## config.mk

```make
export PLATFORM = sky130hd
export DESIGN_NAME = sdram_arbiter
export DESIGN_NICKNAME = d
export VERILOG_FILES = /design/src/rtl/sdram_arbiter.sv
export SDC_FILE = /design/constraint.sdc
export NUM_CORES = 1
export LEC_CHECK = 0
export ABC_AREA = 1
export CAP_MARGIN = 20
export CELL_PAD_IN_SITES_DETAIL_PLACEMENT = 1
export CELL_PAD_IN_SITES_GLOBAL_PLACEMENT = 2
export CORE_UTILIZATION = 10
export DETAILED_ROUTE_END_ITERATION = 8
export GPL_ROUTABILITY_DRIVEN = 0
export PLACE_DENSITY = 0.94
export SYNTH_ARGS = -nofsm -noshare
export SYNTH_HDL_FRONTEND = slang
export SYNTH_SLANG_ARGS = --single-unit
```

## constraint.sdc

```tcl
create_clock -name clock -period 3.4 [get_ports clock]
set_input_delay 0.68 -clock clock [delete_from_list [all_inputs] [get_ports clock]]
set_output_delay 0.68 -clock clock [all_outputs]
set_load 0.02 [all_outputs]
```

## src/rtl/sdram_arbiter.sv

```systemverilog
// sdram_arbiter: shares one Avalon-MM SDRAM master port among COUNT cores.
// One grant at a time, chosen round-robin, held until the transaction
// completes (write accepted, or read data returned). Core byte addresses are
// offset by BASE_BYTE and converted to SDRAM word addresses.
//
// state       | meaning
// ------------+---------------------------------------------------------
// S_IDLE      | no owner; pick the next requester after last_grant
// S_ISSUE     | owner's command driven on the SDRAM port until accepted
// S_WAIT_DATA | read accepted; waiting for the single returning data beat
module sdram_arbiter #(
    parameter int          COUNT         = 4,
    parameter int          WORD_WIDTH    = 32,
    parameter int          ADDRESS_WIDTH = 24,
    parameter logic [29:0] BASE_BYTE     = 30'h3E000000
) (
    input  logic                            clock,
    input  logic                            reset_n,
    input  logic [COUNT*ADDRESS_WIDTH-1:0]  core_address,
    input  logic [COUNT-1:0]                core_read,
    input  logic [COUNT-1:0]                core_write,
    input  logic [COUNT*WORD_WIDTH-1:0]     core_writedata,
    output logic [COUNT-1:0]                core_waitrequest,
    output logic [COUNT-1:0]                core_readdatavalid,
    output logic [WORD_WIDTH-1:0]           core_readdata,
    output logic [29:0]                     sdram_address,
    output logic                            sdram_read,
    output logic                            sdram_write,
    output logic [WORD_WIDTH-1:0]           sdram_writedata,
    input  logic                            sdram_waitrequest,
    input  logic [WORD_WIDTH-1:0]           sdram_readdata,
    input  logic                            sdram_readdatavalid,
    output logic [COUNT-1:0]                grant,
    output logic                            busy
);

    localparam int LG = (COUNT > 1) ? $clog2(COUNT) : 1;

    localparam logic [1:0] S_IDLE      = 2'd0;
    localparam logic [1:0] S_ISSUE     = 2'd1;
    localparam logic [1:0] S_WAIT_DATA = 2'd2;

    logic [1:0]               state;
    logic [LG-1:0]            owner;
    logic [LG-1:0]            last_grant;
    logic [COUNT-1:0]         req;
    logic [LG-1:0]            pick;
    logic [LG-1:0]            cand;
    logic                     found;
    logic                     own_read;
    logic                     own_write;
    logic                     own_req;
    logic [ADDRESS_WIDTH-1:0] own_address;
    logic [WORD_WIDTH-1:0]    own_writedata;
    logic [29:0]              byte_address;
    logic                     issuing;

    function automatic logic [LG-1:0] rr_next(input logic [LG-1:0] from);
        return (from == LG'(COUNT - 1)) ? '0 : from + LG'(1);
    endfunction

    // A core asserting both read and write counts as one request (a read).
    assign req = core_read | core_write;

    // Round-robin search: first requester strictly after last_grant, wrapping.
    always_comb begin
        pick  = '0;
        found = 1'b0;
        cand  = rr_next(last_grant);
        for (int k = 0; k < COUNT; k++) begin
            if (!found && req[cand]) begin
                found = 1'b1;
                pick  = cand;
            end
            cand = rr_next(cand);
        end
    end

    assign own_read      = core_read[owner];
    assign own_write     = core_write[owner];
    assign own_req       = own_read | own_write;
    assign own_address   = core_address[owner*ADDRESS_WIDTH +: ADDRESS_WIDTH];
    assign own_writedata = core_writedata[owner*WORD_WIDTH +: WORD_WIDTH];
    assign issuing       = (state == S_ISSUE);

    // Offset wraps modulo 2^30 before dropping the byte lane bits.
    assign byte_address    = 30'(own_address) + BASE_BYTE;
    assign sdram_address   = issuing ? (byte_address >> 2) : '0;
    assign sdram_read      = issuing & own_read;
    assign sdram_write     = issuing & own_write & ~own_read;
    assign sdram_writedata = issuing ? own_writedata : '0;
    assign core_readdata   = sdram_readdata;
    assign busy            = (state != S_IDLE);

    // Only the owner in ISSUE sees the SDRAM stall; everyone else is held off.
    always_comb begin
        core_waitrequest = '1;
        if (issuing) begin
            core_waitrequest[owner] = sdram_waitrequest;
        end
    end

    // Read data is steered to the owner only while a read is outstanding.
    always_comb begin
        core_readdatavalid = '0;
        if (state == S_WAIT_DATA && sdram_readdatavalid) begin
            core_readdatavalid[owner] = 1'b1;
        end
    end

    // Grant/ownership state machine.
    always_ff @(posedge clock or negedge reset_n) begin
        if (!reset_n) begin
            state      <= S_IDLE;
            grant      <= '0;
            owner      <= '0;
            last_grant <= LG'(COUNT - 1);
        end else begin
            case (state)
                S_IDLE: begin
                    if (found) begin
                        owner <= pick;
                        grant <= COUNT'(1) << pick;
                        state <= S_ISSUE;
                    end
                end
                S_ISSUE: begin
                    if (!own_req) begin
                        // Owner withdrew before acceptance: nothing was issued.
                        last_grant <= owner;
                        grant      <= '0;
                        state      <= S_IDLE;
                    end else if (!sdram_waitrequest) begin
                        if (own_read) begin
                            state <= S_WAIT_DATA;
                        end else begin
                            last_grant <= owner;
                            grant      <= '0;
                            state      <= S_IDLE;
                        end
                    end
                end
                S_WAIT_DATA: begin
                    if (sdram_readdatavalid) begin
                        last_grant <= owner;
                        grant      <= '0;
                        state      <= S_IDLE;
                    end
                end
                default: begin
                    grant <= '0;
                    state <= S_IDLE;
                end
            endcase
        end
    end

endmodule

```

======== Word level (Yosys, flattened, before mapping) ========
Cells that the tools add are included.
storage, ports and cells
  flip-flop bits (word level) ............. 10
  bits in latches ......................... 0
  RAM bits ................................ 0
  bits in read-only memories .............. 0
  bits of input ports ..................... 268
  memories kept ........................... 0
cells by class
  add/subtract/negate cells ............... 5
  multiply operators ...................... 1
  divide/modulo/power cells ............... 0
  order comparisons ....................... 6
  eq/ne operators ......................... 10
  shift-type cells ........................ 3
  muxes and demuxes ....................... 47
  bitwise operators ....................... 8
  reductions and logical operators ........ 15
operator list
  kind                    count
  $shiftx 128x8->32       1
  $shiftx 96x8->24        1
  $mux 2                  17
  $mux 32                 1
  $mux 28                 1
  $mux 4                  7
  $add 25x26->27 const B  1
  $lt 2x3->1 const B      5
  $bmux 1 s2              6
  $pmux 4 s3              1
  $mux 1                  11
  $eq 2x2->1 const B      5
  $add 2x1->2 const B     4
  $or 4x4->4              2
  $reduce_and 4->1        2
  $ne 3x3->1 const B      2
  $pmux 2 s3              1
  $logic_and 1x1->1       5
  $mul 2x2->4 const B     1
  $ne 2x2->1 const B      2
  $not 4->4               1
  $pmux 2 s2              1
  $reduce_bool 2->1       2
  $shl 1x2->4 const A     1
  10 further kinds        14

======== Longest topological paths before layout ========
  depth after elaboration ................. 17
  depth in mapped cells ................... 15
  depth with buffers taken out ............ 15

======== Least setup slack after synthesis ========
Ideal clock, no wire load.
  kind .................................... reg2out
  start ................................... reg state[1]
  end ..................................... out sdram_write
  arrival ................................. 1,751 ps
  path slack .............................. 969 ps
  stages on the path, launching flop included .. 6
  path through ............................ dfrtp_1 > inv_1 > ha_1 > inv_1 > buf_1 > nor4_1
on the way
  longest elaborated chain between the ends .. 3
ends and longest elaborated chain
  element                   line  RTL
  from (decl)               43    logic [1:0] state;
  from (signal assigned)    114   state <= S_IDLE;
  from (signal assigned)    124   state <= S_ISSUE;
  from (signal assigned)    132   state <= S_IDLE;
  $eq 2x1->1                84    assign issuing = (state == S_ISSUE);
  net issuing               56    logic issuing;
  $and 1x1->1 (2 in a row)  90    assign sdram_write = issuing & own_write & ~own_read;
  to (decl)                 28    output logic sdram_write,
The timed path passes the listed nets, and every way through them passes these cells.

======== Worst setup path in the final report ========
  start ................................... reg state[1]
  end ..................................... out sdram_writedata[18]
on the way
  longest elaborated chain between the ends .. 2
ends and longest elaborated chain
  element     line  RTL
  $eq 2x1->1  84
  $mux 32     91    assign sdram_writedata = issuing ? own_writedata : '0;
  to (decl)   29    output logic [WORD_WIDTH-1:0] sdram_writedata,
Every way passes these cells.

==> impl_metrics.toml <==
[run_status]
status = "finished, final reports clean"

[logic_synthesis]
ys_ff_latch = 10
syn_inst = 391
syn_avg_cell_area_sq_um = 6.38
yosys.cell_types.count = 31
yosys_warnings = 0
yosysSeqAreaShare_pct = 10.1
syn_area_sq_mm = 0.00249

[timing]
worst_slew_pin_slew_ns = 0.540
fmaxAchievable_mhz = 318
hold-worst-slack_ns = 0.482
fin_crit_sh_pct = 92.5
finalSetupTns_ns = 0
final-hold-violation-count = 0
setup_viol = 0
grt_setup_unrepaired = "no"
max_slew_margin_pct = 63.9
min_period_ns = 3.14
fin_skew_ns = 0.00185
final_max_slew_viol_count = 0

[worst_setup_path]
required_ns = 2.72
path_max_fanout = 19
start_kind = "register"
r2r_end = "grant[2]"
r2r_start = "last_grant[0]"
critical_path_class = "register to primary output"
critPathArrivalTime_ns = 2.46
rrSetupSlack_ns = 1.38
reg2reg_depth = 11
crit_path_end_kind = "primary output"

[routing]
final_antenna_net_count = 0
drtIter0Drc = 249
wire_per_inst_um = 18.6
dr.pass1.iters = 4
vias_per_cell = 4.12
route.detailed.drc = 0
wl_mm = 18.0
vias = 3988

[final_layout]
fillerInstances = 2951
syn2layout_area_growth_pct = 131
final_cells = 968
antenna_cells = 0
layout-drive-gt1-share_pct = 8.39
fin_area_sq_mm = 0.00575
nets = 917

[power_and_ir_drop]
vdd_drop_max_uv = 547
p_per_area_mw_per_mm2 = 734
power_mw = 4.22
p_leak_nw = 2.13

[place]
portBuffers = 301
dpl-instance-area_sq_mm = 0.00566
dp.cells = 964
hpwlAfterDp_mm = 14.4

[cts]
cts_inserted_buffers = 3
cts.sinks = 10
cts_tree = "done"
clkSlewWorstSetupHoldPaths_ns = 0.04
cts_hold_buffers = 0
cts-root-buf = "clkbuf_16"
insertion_delay_ns = 0.24
clk_path_buf_depth = 2
htree_levels = 1

[global_route]
grtUsageTotal_pct = 13.1
grt_pass1_wl_mm = 25.8
antenna_found_initial = 0
grt_start_max_net_pins = 45
grt_pass1_vias = 4119
grt_overflow_total = 0

[hold_path]
hp-class = "register to register"
hold_start = "grant[2]"
hold_end = "grant[2]"
holdPathStages = 2

[floorplanning]
die-area_sq_mm = 0.0256
die_x_um = 160
dieHeight_um = 160
num_rows = 57
coreArea_sq_mm = 0.0244
initial_core_util_pct = 10.2
pin_count = 377

[job]
cap_violations = 0
==> flip-flops by register name (all words and copies together), names as in the netlist <==
register    flops
grant           4
state           2
owner           2
last_grant      2
==> cell usage in the layout (no fill, tap or decap), drive strengths merged, types with 8 or more instances in the layout <==
master / count
a21oi: 55
nand3: 16
dfrtp: 8
a22oi: 108
nand2: 71
buf: 25
nor2: 18
clkdlybuf4s50: 291
inv: 24
==> layout make-up <==
cell class                      count  area (sq um)  area share [%]
Clock buffer                        4          88.8            1.54
Inverter                           24          95.1            1.65
Multi-Input combinational cell    290          1740            30.2
Sequential cell                    10           253            4.39
Tap cell                          324           405            7.05
Timing Repair Buffer              316          3180            55.2
==> how the worst max path moves through the flow <==
stage	to	startpoint	slack [ns]	cells after the start
6_report	sdram_writedata[18]	state[1]	0.26	6
5_1_grt	sdram_write	owner[1]	0.14	8
4_1_cts	core_waitrequest[0]	state[1]	0.01	6
3_5_place_dp	core_waitrequest[0]	sdram_waitrequest	0.15	4
3_3_place_gp	core_waitrequest[2]	sdram_waitrequest	0.22	4
2_1_floorplan	sdram_write	state[1]	0.97	5
==> synth_stat cells <==
| library cell | instances | share of area, % |
|---|---|---|
| nand4_1 | 3 | 0.75 |
| o21ai_0 | 3 | 0.60 |
| nand2_2 | 5 | 1.3 |
| nand2_4 | 1 | 0.45 |
| nand3_2 | 2 | 0.80 |
| buf_1 | 6 | 0.90 |
| ha_1 | 4 | 2.0 |
| conb_1 | 1 | 0.15 |
| inv_1 | 20 | 3.0 |
| buf_4 | 40 | 12 |
| buf_2 | 8 | 1.6 |
| o21a_1 | 1 | 0.30 |
| buf_6 | 2 | 0.90 |
| inv_2 | 3 | 0.45 |
| a21oi_1 | 55 | 11 |
| clkbuf_1 | 13 | 2.0 |
| inv_6 | 1 | 0.35 |
| nor3_4 | 1 | 0.65 |
| nor4_1 | 1 | 0.25 |
| dfstp_2 | 2 | 2.1 |
| a22oi_1 | 108 | 33 |
| nor2_1 | 10 | 1.5 |
| nor2_2 | 6 | 1.5 |
| dfrtp_1 | 8 | 8.0 |
| nand3_1 | 14 | 2.8 |
| nor2_4 | 2 | 0.90 |
| nor3_1 | 3 | 0.60 |
| nand3b_1 | 1 | 0.30 |
| o21ai_1 | 1 | 0.20 |
| nand2_1 | 65 | 9.8 |
| o22ai_1 | 1 | 0.25 |
==> logic make-up (layout without fill, tap and decap cells) <==
group / count (synthesis) / count (layout) / share of synthesized area (%)
adder cells (fa/ha/maj): 4 / 4 / 2.01
buffers and inverters: 93 / 344 / 21.2
flip-flops: 10 / 10 / 10.1
AO/OA/AOI/OAI: 169 / 169 / 44.9
AND/OR/NAND/NOR: 114 / 114 / 21.6
other: 1 / 3 / 0.150
==> critical path: stages (launching register included) <==
cell,delay [ns]
dfrtp_1,0.40
inv_1,0.10
ha_1,0.33
inv_2,0.19
buf_4,0.27
a21oi_1,0.24
clkdlybuf4s50_1,0.67
==> routing by layer <==
layer,up-vias,track usage (%),part of all wire [%]
li1,1893,-,-
met1,1878,17.5,44
met2,198,22.6,48
met3,19,1.51,6.7
met4,0,2.68,1.6
met5,-,0,0
==> power breakdown <==
part	total (mW)	switching, mW	internal [mW]
Clock	0.241	0.0635	0.178
Sequential	0.212	0.0358	0.176
Combinational	3.77	2.22	1.55
==> through the flow <==
stage	setup slack [ns]	util, %
floorplan	0.969	-
global placement	0.222	23.2
detailed placement	0.150	23.2
CTS	0.0149	23.6
global route	0.144	23.6
finish	0.256	23.6
==> timing repair <==
action                                  CTS  global route
gates resized for setup                   0             1
buffers inserted                          0             0
endpoints found under the setup margin    0             2
No activity file was read; power rests on OpenSTA's default activity.
